--- config.mk ---
export PLATFORM = sky130hd
export DESIGN_NAME = seq_det_prog_flat
export DESIGN_NICKNAME = d
export VERILOG_FILES = /design/src/rtl/seq_det_prog_if.sv /design/src/rtl/seq_det_prog.sv /design/src/flat_wrapper.sv
export SDC_FILE = /design/constraint.sdc
export NUM_CORES = 1
export LEC_CHECK = 0
export ABC_CLOCK_PERIOD_IN_PS = 2800
export CAP_MARGIN = 20
export CORE_AREA = 4 4 50 70
export DETAILED_ROUTE_END_ITERATION = 10
export DIE_AREA = 0 0 54 74
export GPL_ROUTABILITY_DRIVEN = 0
export HOLD_SLACK_MARGIN = 0.02
export PLACE_DENSITY = 0.69
export RECOVER_POWER = 50
export SYNTH_ARGS = -nofsm -noshare
export SYNTH_HDL_FRONTEND = slang
export SYNTH_SLANG_ARGS = --single-unit
--- constraint.sdc ---
create_clock -name clk -period 2.8 [get_ports clk]
set_clock_uncertainty 0.15 [all_clocks]
set_input_delay 0.56 -clock clk [delete_from_list [all_inputs] [get_ports clk]]
set_output_delay 0.56 -clock clk [all_outputs]
set_load 0.01 [all_outputs]
--- src/rtl/seq_det_prog_if.sv ---
// Serial bit-stream and configuration bundle for seq_det_prog.
// master drives stream and config, slave returns the match pulse and the count.
interface seq_det_prog_if #(
    parameter int unsigned MAX_LEN = 8,
    parameter int unsigned CNT_W   = 8
);
    localparam int unsigned LEN_W = $clog2(MAX_LEN + 1);

    logic               x;
    logic               in_valid;
    logic               ovl_mode;
    logic               cfg_load;
    logic [MAX_LEN-1:0] cfg_pattern;
    logic [LEN_W-1:0]   cfg_len;
    logic               z;
    logic [CNT_W-1:0]   match_cnt;

    modport master (
        output x, in_valid, ovl_mode, cfg_load, cfg_pattern, cfg_len,
        input  z, match_cnt
    );

    modport slave (
        input  x, in_valid, ovl_mode, cfg_load, cfg_pattern, cfg_len,
        output z, match_cnt
    );
endinterface

--- src/rtl/seq_det_prog.sv ---
// Programmable Mealy serial-pattern detector, overlapping or non-overlapping.
// Define SEQ_DET_MATCH_CNT_EN to build the saturating match counter.
module seq_det_prog #(
    parameter int unsigned        MAX_LEN     = 8,
    parameter logic [MAX_LEN-1:0] DEF_PATTERN = MAX_LEN'(8'b0001_1001),
    parameter int unsigned        DEF_LEN     = 5,
    parameter int unsigned        CNT_W       = 8
) (
    input logic           clk,
    input logic           rst,
    seq_det_prog_if.slave bus
);
    localparam int unsigned LEN_W  = $clog2(MAX_LEN + 1);
    localparam int unsigned FILL_W = $clog2(MAX_LEN);
    localparam logic [FILL_W-1:0] FILL_MAX = FILL_W'(MAX_LEN - 1);

    logic [MAX_LEN-1:0] pattern_q;
    logic [LEN_W-1:0]   len_q;
    logic [MAX_LEN-2:0] hist_q;
    logic [FILL_W-1:0]  fill_q;

    logic [MAX_LEN-1:0] window;
    logic [MAX_LEN-1:0] mask;
    logic [LEN_W-1:0]   len_load;
    logic               accept;
    logic               match;

    always_comb begin
        window = {hist_q, bus.x};
        mask   = '0;
        for (int i = 0; i < int'(MAX_LEN); i++) begin
            mask[i] = (i < int'(len_q));
        end
        accept = bus.in_valid && !bus.cfg_load && !rst;
        match  = accept && (int'(fill_q) >= int'(len_q) - 1) &&
                 (((window ^ pattern_q) & mask) == '0);

        len_load = bus.cfg_len;
        if (bus.cfg_len == '0) begin
            len_load = LEN_W'(1);
        end else if (int'(bus.cfg_len) > int'(MAX_LEN)) begin
            len_load = LEN_W'(MAX_LEN);
        end
    end

    assign bus.z = match;

    always_ff @(posedge clk) begin
        if (rst) begin
            pattern_q <= DEF_PATTERN;
            len_q     <= LEN_W'(DEF_LEN);
            hist_q    <= '0;
            fill_q    <= '0;
        end else if (bus.cfg_load) begin
            pattern_q <= bus.cfg_pattern;
            len_q     <= len_load;
            hist_q    <= '0;
            fill_q    <= '0;
        end else if (bus.in_valid) begin
            hist_q <= window[MAX_LEN-2:0];
            // Non-overlap: forget history validity so the next match needs len fresh bits
            if (match && !bus.ovl_mode) begin
                fill_q <= '0;
            end else if (fill_q != FILL_MAX) begin
                fill_q <= fill_q + 1'b1;
            end
        end
    end

`ifdef SEQ_DET_MATCH_CNT_EN
    logic [CNT_W-1:0] cnt_q;

    always_ff @(posedge clk) begin
        if (rst || bus.cfg_load) begin
            cnt_q <= '0;
        end else if (match && (cnt_q != '1)) begin
            cnt_q <= cnt_q + 1'b1;
        end
    end

    assign bus.match_cnt = cnt_q;
`else
    assign bus.match_cnt = '0;
`endif
endmodule

--- src/flat_wrapper.sv ---
// flat-port wrapper written by rule: the top's interface ports become plain ports
module seq_det_prog_flat 
#(
    parameter int unsigned        MAX_LEN     = 8,
    parameter logic [MAX_LEN-1:0] DEF_PATTERN = MAX_LEN'(8'b0001_1001),
    parameter int unsigned        DEF_LEN     = 5,
    parameter int unsigned        CNT_W       = 8
)
  (clk, rst, bus_x, bus_in_valid, bus_ovl_mode, bus_cfg_load, bus_cfg_pattern, bus_cfg_len, bus_z, bus_match_cnt);
  seq_det_prog_if #(.MAX_LEN(MAX_LEN), .CNT_W(CNT_W)) bus_i ();
  input logic clk;
  input logic rst;
  input wire logic [$bits(bus_i.x)-1:0] bus_x;
  input wire logic [$bits(bus_i.in_valid)-1:0] bus_in_valid;
  input wire logic [$bits(bus_i.ovl_mode)-1:0] bus_ovl_mode;
  input wire logic [$bits(bus_i.cfg_load)-1:0] bus_cfg_load;
  input wire logic [$bits(bus_i.cfg_pattern)-1:0] bus_cfg_pattern;
  input wire logic [$bits(bus_i.cfg_len)-1:0] bus_cfg_len;
  output wire logic [$bits(bus_i.z)-1:0] bus_z;
  output wire logic [$bits(bus_i.match_cnt)-1:0] bus_match_cnt;
  assign bus_i.x = bus_x;
  assign bus_i.in_valid = bus_in_valid;
  assign bus_i.ovl_mode = bus_ovl_mode;
  assign bus_i.cfg_load = bus_cfg_load;
  assign bus_i.cfg_pattern = bus_cfg_pattern;
  assign bus_i.cfg_len = bus_cfg_len;
  assign bus_z = bus_i.z;
  assign bus_match_cnt = bus_i.match_cnt;
  seq_det_prog #(.MAX_LEN(MAX_LEN), .DEF_PATTERN(DEF_PATTERN), .DEF_LEN(DEF_LEN), .CNT_W(CNT_W)) u_core (.clk(clk), .rst(rst), .bus(bus_i));
endmodule
==> metrics.md, run 1 <==
| Metric | Value |
|---|---|
| CP Capture Type | `output pin` |
| Via count | `954` |
| Least-Margin Pin Slew | `0.822 ns` |
| Most frequent cells in the layout | `dfxtp_1, nor2_1, clkdlybuf4s50_1` |
| Hold buffer count at CTS | `0` |
| Ratio of cells with drive above 1 in the final layout | `0.137` |
| Drt initial violations | `6` |
| Syn-to-layout area delta | `25.1%` |
| Number of cells on the worst hold path | `2` |
| Vias in the first global route | `918` |
| Pint | `0.582 mW` |
| Post-Synth Simple-Gate Area | `0.124` |
| Cell area after layout | `0.00155 mm2` |
| Clk_lat worst skew | `0.26 ns` |
| Largest family of logic cells by synthesized area | `compound AO/OA/AOI/OAI gates` |
| Overall die width | `54 um` |
| FF-to-FF setup slack | `0.62 ns` |
| RSZ-0062 raised after global routing | `false` |
| Total GRT Usage | `0.128` |
| Input/output buffers | `18` |
| Core box area | `0.00285 mm2` |
| Reg clk slew, reported paths | `0.08 ns` |
| Final wirelength | `2320 um` |
| Post-Layout Cell Count | `198` |
| Register bit total from synthesis | `22` |
| Post-Syn Area | `0.00124 mm2` |
| Largest net degree at the start of global routing | `17` |
| Die ar. | `0.00400 mm2` |
| CP required | `2.09 ns` |
| Critical path type | `flip-flop to output pin` |
| Combinational power share | `0.162` |
| Max Buffers Root-to-Sink | `2` |
| Post-synthesis adder-cell area fraction | `0.0910` |
| CTS tree | `done` |
| Clock power share | `0.392` |
| Post-synthesis instance total | `135` |
| DP Area | `0.00146 mm2` |
| Ys async rst share | `0` |
| Most common cell after layout, fill and taps aside | `dfxtp_1` |
| Max VDD drop | `0.367 mV` |
| Avg Inst Size Synth | `9.17 um2` |
| Worst Path Arrival | `1.98 ns` |
| Post-Synth XOR/XNOR Area | `0.0708` |
| Synth Flop Type | `dfxtp_1` |
| Leakage power | `0.683 nW` |
| Drc violations | `0` |
| Synth Area in Compound Gates | `0.137` |
| Final core area utilization | `0.543` |
| Row Count | `23` |
| Antenna viol nets, final | `0` |
| R2R Path End | `u_core.fill_q[1]$_SDFFE_PP0P_` |
| Slew HR | `0.452` |
| FF-to-FF path depth | `11` |
| Hold Path Origin | `u_core.pattern_q[7]$_SDFFE_PP0P_` |
| Clock period minus final worst setup slack | `2.69 ns` |
| Crit path launch type | `flip-flop` |
| Antenna Cells | `0` |
| WL/cell | `11.7 um` |
| Synth warnings | `0` |
| Post-synthesis mux area share | `0.121` |
| CTS H-Tree Depth | `1` |
| Top-area cell type share of the netlist area | `0.356` |
| Total grt overflow | `0` |
| Starting density of the core | `0.434` |
| Total Nets Final | `189` |
| Fmax achieved | `372 MHz` |
| Switch share | `0.228` |
| Critical Path Fanout Max | `3` |
| Hpwl dp | `1820 um` |
| Antenna violations before repair | `0` |
| Final Max Slew Viols | `0` |
| Setup violations, final | `0` |
| Ports | `27` |
| CTS sink cnt | `22` |
| Hold EP | `u_core.pattern_q[7]$_SDFFE_PP0P_` |
| Power density over the cells | `487 mW/mm2` |
| Status | `completed` |
| CTS Root Cell | `clkbuf_8` |
| DRT Pass-1 Iters | `4` |
| Hold crit path type | `flip-flop to flip-flop` |
| Crit share post-route | `0.960` |
| Inst Count DP | `192` |
| Cell taking the most area after synthesis | `dfxtp_1` |
| Reg2reg start | `u_core.len_q[1]$_SDFFE_PP0P_` |
| Hold WS | `0.374 ns` |
| Yosys cell types | `27` |
| Vias per cell | `4.82` |
| Sequential element share of the synthesized area | `0.356` |
| First-pass GRT wire length | `3810 um` |
| Num CTS Buffers | `3` |
| Chip height | `74 um` |
| Synth top area cells | `dfxtp_1, mux2i_1, ha_1` |
| Post-synth EDFFs | `0` |
| Seq pwr share | `0.446` |
| P_sw | `0.172 mW` |
| Final hold viol count | `0` |
| Max_cap viols | `0` |
[worst max path at each step]
stage / slack, ns / depth (start not counted) / end / startpoint
global placement: -0.45 / 6 / bus_z / bus_cfg_load
detailed placement: -0.46 / 6 / bus_z / bus_cfg_load
floorplan: 0.34 / 8 / bus_z / u_core.len_q[0]$_SDFFE_PP1P_
finish: 0.11 / 9 / bus_z / u_core.len_q[1]$_SDFFE_PP0P_
global route: 0.003 / 9 / bus_z / u_core.len_q[1]$_SDFFE_PP0P_
CTS: 0.03 / 9 / bus_z / u_core.len_q[0]$_SDFFE_PP1P_
[cell usage after synthesis, drive strengths merged (2+ instances only)]
cell and n:
buf 10, nor3 2, o21bai 2, xnor2 6, xor2 4, nand2 4
dfxtp 22, o21ai 7, clkbuf 4, mux2i 15, a21oi 6, inv 6
nor2 19, a211o 3, a211oi 4, nor2b 5, ha 9
[routing by layer]
metal  track usage  wire length, um  part of all wire
met3        0.0240               86             0.037
met5             0                0                 0
met2         0.225             1190              0.51
met4        0.0665               53             0.023
met1         0.143              989              0.43
[area by class of cell]
type                            instances  area [um2]
Sequential cell                        22         442
Multi-Input combinational cell        100         713
Timing Repair Buffer                   29         253
Inverter                                6        22.5
Fill cell                             266        1300
Clock inverter                          1        30.0
Clock buffer                            3        41.3
Tap cell                               37        46.3
[timing repair]
action / 4_1_cts / 5_1_grt
pin swaps: 3 / 2
buffers inserted: 0 / 2
resized for setup: 8 / 3
setup endpoints to repair: 1 / 1
[kinds of logic (layout without fill, tap and decap cells)]
kind of cell,Yosys count,count (layout)
compound gates,25,25
other cells,1,8
mux,15,15
fa+ha+maj,9,9
buf+inv,20,39
flops,22,22
simple gates,33,33
xor+xnor,10,10
[power by group through the flow]
| stage | clock network, mW | logic, mW | registers, mW |
|---|---|---|---|
| after floorplan | 0 | 0.0829 | 0.341 |
| after global placement | 0 | 0.117 | 0.344 |
| after detailed placement | 0 | 0.120 | 0.344 |
| after CTS | 0.299 | 0.121 | 0.336 |
| after global routing | 0.314 | 0.137 | 0.338 |
| final | 0.296 | 0.122 | 0.336 |
[registers in the layout (all words and copies together), names as in the netlist]
name,count
u_core.hist_q,7
u_core.len_q,4
u_core.fill_q,3
u_core.pattern_q,8
[metrics by stage]
stage | TNS [ns] | power, mW | worst slack, ns
6_report | 0 | 0.754 | 0.113
5_1_grt | 0 | 0.790 | 0.00273
4_1_cts | 0 | 0.757 | 0.0250
3_5_place_dp | -0.462 | 0.464 | -0.462
3_3_place_gp | -0.449 | 0.460 | -0.449
2_1_floorplan | 0 | 0.424 | 0.341
[critical path, stage by stage, from the launching register on]
cell and delay, ns:
dfxtp_1 0.33, inv_1 0.07, ha_2 0.19, xnor2_1 0.12
ha_1 0.30, nand2_1 0.06, o21ai_2 0.13, o21ai_2 0.08
a211oi_2 0.26, buf_2 0.17
No activity file was read; power rests on OpenSTA's default activity.
==> inputs of run 2 (changes only) <==
GPL_TIMING_DRIVEN = 0   (was unset)
TNS_END_PERCENT = 30   (was unset)
==> run 2 against run 1 <==
  * Flip-flop and latch count unchanged
  * Critical path depth fell by 1
  * Register-to-register slack better by 0.13 ns
  * Wire length up 5.2%
  * Highest routed layer unchanged
==> metrics.md, run 2 (synthesis results as in run 1) <==
| Metric | Value |
|---|---|
| CTS H-Tree Depth | `1` |
| Drt initial violations | `19` |
| Setup violations, final | `0` |
| Ratio of cells with drive above 1 in the final layout | `0.169` |
| Hold crit path type | `flip-flop to flip-flop` |
| Die ar. | `0.00400 mm2` |
| Hpwl dp | `1870 um` |
| Clock period minus final worst setup slack | `2.71 ns` |
| Vias in the first global route | `955` |
| Fmax achieved | `369 MHz` |
| Seq pwr share | `0.439` |
| Antenna Cells | `0` |
| Drc violations | `0` |
| Status | `completed` |
| Largest net degree at the start of global routing | `14` |
| CTS tree | `done` |
| P_sw | `0.179 mW` |
| Clock power share | `0.392` |
| Crit share post-route | `0.967` |
| Final wirelength | `2440 um` |
| Least-Margin Pin Slew | `0.607 ns` |
| Power density over the cells | `480 mW/mm2` |
| Max reg flops | `8` |
| Chip height | `74 um` |
| Hold WS | `0.372 ns` |
| Num CTS Buffers | `3` |
| Most common cell after layout, fill and taps aside | `dfxtp_1` |
| Inst Count DP | `195` |
| CTS Root Cell | `clkbuf_8` |
| CTS sink cnt | `22` |
| Final core area utilization | `0.560` |
| Final Max Slew Viols | `0` |
| Max_cap viols | `0` |
| Antenna violations before repair | `0` |
| CP required | `2.09 ns` |
| Total grt overflow | `0` |
| Starting density of the core | `0.434` |
| Total GRT Usage | `0.135` |
| Switch share | `0.233` |
| Reg clk slew, reported paths | `0.08 ns` |
| Crit path launch type | `flip-flop` |
| Syn-to-layout area delta | `28.9%` |
| Critical path type | `flip-flop to output pin` |
| First-pass GRT wire length | `3970 um` |
| Combinational power share | `0.169` |
| Final hold viol count | `0` |
| Overall die width | `54 um` |
| WL/cell | `12.0 um` |
| DRT Pass-1 Iters | `4` |
| Number of fill cells in the layout | `254` |
| Ports | `27` |
| Input/output buffers | `16` |
| Worst Path Arrival | `2.00 ns` |
| Total Nets Final | `194` |
| Vias per cell | `4.78` |
| Top reg by flops | `u_core.pattern_q` |
| Max VDD drop | `0.457 mV` |
| Max Buffers Root-to-Sink | `2` |
| Row Count | `23` |
| RSZ-0062 raised after global routing | `true` |
| Slew HR | `0.595` |
| CP Capture Type | `output pin` |
| Tot Pwr | `0.766 mW` |
| Clk_lat worst skew | `0.26 ns` |
| Critical Path Fanout Max | `6` |
| Core box area | `0.00285 mm2` |
| Most frequent cells in the layout | `dfxtp_1, nor2_1, mux2i_1` |
| Post-Layout Cell Count | `203` |
| Antenna viol nets, final | `0` |
| Via count | `970` |
| Setup TNS | `0 ns` |
| Leakage power | `0.710 nW` |
| Biggest regs | `u_core.pattern_q x8, u_core.hist_q x7, u_core.len_q x4` |
| Pint | `0.587 mW` |
[run 2: changes by cell type in the layout (fill, tap and decap cells not counted), sizes merged]
cell,delta
clkbuf,+3
buf,+4
clkdlybuf4s50,-2
[run 2: final timing paths]
check        depth (start not counted)                             start                                to  slack, ns
max reg2reg                          9      u_core.len_q[0]$_SDFFE_PP1P_     u_core.fill_q[0]$_SDFFE_PP0P_       0.75
min reg2reg                          2  u_core.pattern_q[7]$_SDFFE_PP0P_  u_core.pattern_q[7]$_SDFFE_PP0P_       0.37
max                                  8      u_core.len_q[0]$_SDFFE_PP1P_                             bus_z       0.09
min                                  2  u_core.pattern_q[7]$_SDFFE_PP0P_  u_core.pattern_q[7]$_SDFFE_PP0P_       0.37
[run 2: per-stage QoR]
step	area [um2]	setup WS, ns
after CTS	1550	0.00702
after global routing	1600	-0.0268
final	1600	0.0913
after global placement	1470	-0.487
after detailed placement	1470	-0.515
after floorplan	1260	0.341
[run 2: timing repair]
action	in CTS	in global routing
pin swaps	1	5
endpoints found under the setup margin	1	1
cloned	0	0
gates resized for setup	10	7
hold buffers	0	0
setup buffers	1	3
[run 2: metal layers]
layer	routed length, um	part of all wire	track usage
met5	0	0	0
met4	80	0.033	0.0776
met3	94	0.039	0.0240
met2	1290	0.53	0.239
met1	970	0.40	0.146
[run 2: area by class of cell]
class	count	area, um2	share of cell area
buffer	14	97.6	0.0612
clock buffer	3	41.3	0.0259
clock inverter	1	30.0	0.0188
inverter	6	25.0	0.0157
multi-input combinational	100	723	0.453
sequential	22	448	0.281
tap	37	46.3	0.0290
timing repair buffer	20	184	0.115
[run 2: critical path, cell delays in order (launching register included)]
cell,delay (ns)
dfxtp_4,0.39
inv_4,0.05
ha_1,0.30
ha_1,0.28
nand2_1,0.05
o21ai_1,0.12
o21ai_1,0.10
a211oi_2,0.26
buf_2,0.17
[run 2: power by group through the flow]
stage | sequential, mW | clock [mW] | combinational (mW)
after floorplan | 0.341 | 0 | 0.0829
after global placement | 0.344 | 0 | 0.116
after detailed placement | 0.345 | 0 | 0.120
after CTS | 0.337 | 0.302 | 0.120
after global routing | 0.338 | 0.315 | 0.145
final | 0.336 | 0.300 | 0.130
==> inputs of run 3 (changes only) <==
CORE_AREA = 2 2 48 68   (was 4 4 50 70)
DIE_AREA = 0 0 50 70   (was 0 0 54 74)
==> run 3 against run 2 <==
  * Clock-buffer cell count stayed put
  * First-iteration DRC count is 11% lower
  * Flip-flop and latch count stayed put
  * Non-clock buffer count stayed put
  * Final cell count is 0.99% higher
  * Critical path depth is 1 higher
  * Sequential share of layout area stayed put
  * Power is 0.65% lower
  * Register-to-register slack hardly changed
==> metrics.md, run 3 (synthesis results as in run 1) <==
| Metric | Value |
|---|---|
| Status | `completed` |
| Hold crit path type | `flip-flop to flip-flop` |
| Clock power share | `0.390` |
| Row Count | `24` |
| Drt initial violations | `17` |
| Cell area after layout | `0.00160 mm2` |
| CTS Root Cell | `clkbuf_8` |
| Vias in the first global route | `1,021` |
| Critical path's slowest cell | `dfxtp_4` |
| Vias per cell | `4.81` |
| Most common cell after layout, fill and taps aside | `dfxtp_1` |
| Seq pwr share | `0.440` |
| Critical Path Max Stage Delay | `0.39 ns` |
| WL/cell | `11.9 um` |
| P_sw | `0.175 mW` |
| Fmax achieved | `372 MHz` |
| Die ar. | `0.00350 mm2` |
| Final hold viol count | `0` |
| Total grt overflow | `0` |
| Critical path type | `flip-flop to output pin` |
| Worst Path Arrival | `1.98 ns` |
| CTS tree | `done` |
| Least-Margin Pin Slew | `0.589 ns` |
| CP required | `2.09 ns` |
| CTS H-Tree Depth | `1` |
| Total Nets Final | `194` |
| Antenna viol nets, final | `0` |
| Top reg by flops | `u_core.pattern_q` |
| Antenna violations before repair | `0` |
| Max Buffers Root-to-Sink | `2` |
| Total GRT Usage | `0.154` |
| Hold WS | `0.376 ns` |
| Ratio of cells with drive above 1 in the final layout | `0.169` |
| Antenna Cells | `0` |
| Power density over the cells | `477 mW/mm2` |
| Number of fill cells in the layout | `279` |
| Largest net degree at the start of global routing | `14` |
| Clk_lat worst skew | `0.26 ns` |
| Biggest regs | `u_core.pattern_q x8, u_core.hist_q x7, u_core.len_q x4` |
| Reg clk slew, reported paths | `0.08 ns` |
| Via count | `987` |
| Core box area | `0.00297 mm2` |
| Setup TNS | `0 ns` |
| Final wirelength | `2440 um` |
| Overall die width | `50 um` |
| Starting density of the core | `0.416` |
| Pint | `0.586 mW` |
| Combinational power share | `0.170` |
| Switch share | `0.231` |
| Syn-to-layout area delta | `28.9%` |
| Reg2reg start | `u_core.len_q[1]$_SDFFE_PP0P_` |
| DRT Pass-1 Iters | `4` |
| Hpwl dp | `1930 um` |
| Leakage power | `0.716 nW` |
| Cell chain of the critical path | `inv_4 -> ha_4 -> xnor2_2 -> ha_1 -> nand2_1 -> o21ai_1 -> o21ai_1 -> a211oi_2 -> buf_2` |
| DP Area | `0.00147 mm2` |
| Num CTS Buffers | `3` |
| CP most frequent cell | `o21ai_1` |
| Flip-flop and latch area | `448 um2` |
| Inst Count DP | `197` |
| Multi-input logic area | `723 um2` |
| Max reg flops | `8` |
| Critical Path Fanout Max | `6` |
| Final core area utilization | `0.537` |
| Hold Path Origin | `u_core.pattern_q[6]$_SDFFE_PP0P_` |
| Drc violations | `0` |
| Most frequent cells in the layout | `dfxtp_1, nor2_1, mux2i_1` |
| Crit share post-route | `0.961` |
| Max_cap viols | `0` |
| Setup violations, final | `0` |
| Critical Path Source | `u_core.len_q[1]$_SDFFE_PP0P_` |
| CTS sink cnt | `22` |
| RSZ-0062 raised after global routing | `true` |
| Crit path launch type | `flip-flop` |
| Chip height | `70 um` |
| Ports | `27` |
| Slew HR | `0.607` |
| Post-Layout Cell Count | `205` |
| Clock period minus final worst setup slack | `2.69 ns` |
| Final Max Slew Viols | `0` |
| Input/output buffers | `16` |
| CP Capture Type | `output pin` |
| First-pass GRT wire length | `4210 um` |
| Max VDD drop | `0.408 mV` |
-- run 3: changes by cell type in the layout (fill, tap and decap cells not counted) --
cell / change
clkbuf_1: +1
dlygate4sd2_1: -1
dlygate4sd3_1: +1
clkdlybuf4s50_1: -2
dlymetal6s2s_1: +1
-- run 3: power groups by stage --
| stage | sequential (mW) | clock (mW) | combinational [mW] |
|---|---|---|---|
| 3_5_place_dp | 0.344 | 0 | 0.120 |
| 3_3_place_gp | 0.344 | 0 | 0.116 |
| 6_report | 0.335 | 0.297 | 0.129 |
| 2_1_floorplan | 0.341 | 0 | 0.0829 |
| 4_1_cts | 0.335 | 0.303 | 0.126 |
| 5_1_grt | 0.337 | 0.312 | 0.146 |
-- run 3: metal layers --
layer / track usage / share of wire / wire, um
met5: 0 / 0 / 0
met4: 0.0556 / 0.016 / 38
met2: 0.301 / 0.58 / 1420
met3: 0.0214 / 0.030 / 73
met1: 0.158 / 0.37 / 915
-- run 3: metrics by stage --
step | worst slack [ns] | power [mW]
6_report | 0.109 | 0.761
5_1_grt | -0.0426 | 0.795
4_1_cts | 0.0107 | 0.763
3_5_place_dp | -0.493 | 0.464
3_3_place_gp | -0.488 | 0.460
2_1_floorplan | 0.341 | 0.424
-- run 3: final timing paths --
kind | endpoint | slack, ns | cells past startpoint
min reg2reg | u_core.pattern_q[6]$_SDFFE_PP0P_ | 0.38 | 2
max | bus_z | 0.11 | 9
max reg2reg | u_core.fill_q[2]$_SDFFE_PP0P_ | 0.74 | 10
min | u_core.pattern_q[6]$_SDFFE_PP0P_ | 0.38 | 2
-- run 3: area by class of cell --
cell class | instances | share of cell area
timing repair buffer | 20 | 0.114
inverter | 6 | 0.0157
buffer | 14 | 0.0612
clock inverter | 1 | 0.0188
multi-input combinational | 100 | 0.453
sequential | 22 | 0.281
tap | 39 | 0.0306
clock buffer | 3 | 0.0259
-- run 3: what timing repair did --
action	4_1_cts	5_1_grt
setup buffers	3	1
gates resized for setup	9	9
hold buffers	0	0
pin swaps	1	6
setup endpoints to repair	1	1
-- run 3: worst max-delay path, delay by kind of cell, from the launching register on --
family                     cells  cell delay, ns
and+or+nand+nor                1            0.05
DFF                            1            0.39
adders and majority gates      2            0.45
AOI/OAI and AO/OA              3            0.49
xor gates and xnor gates       1            0.12
buffers and inverters          2            0.22
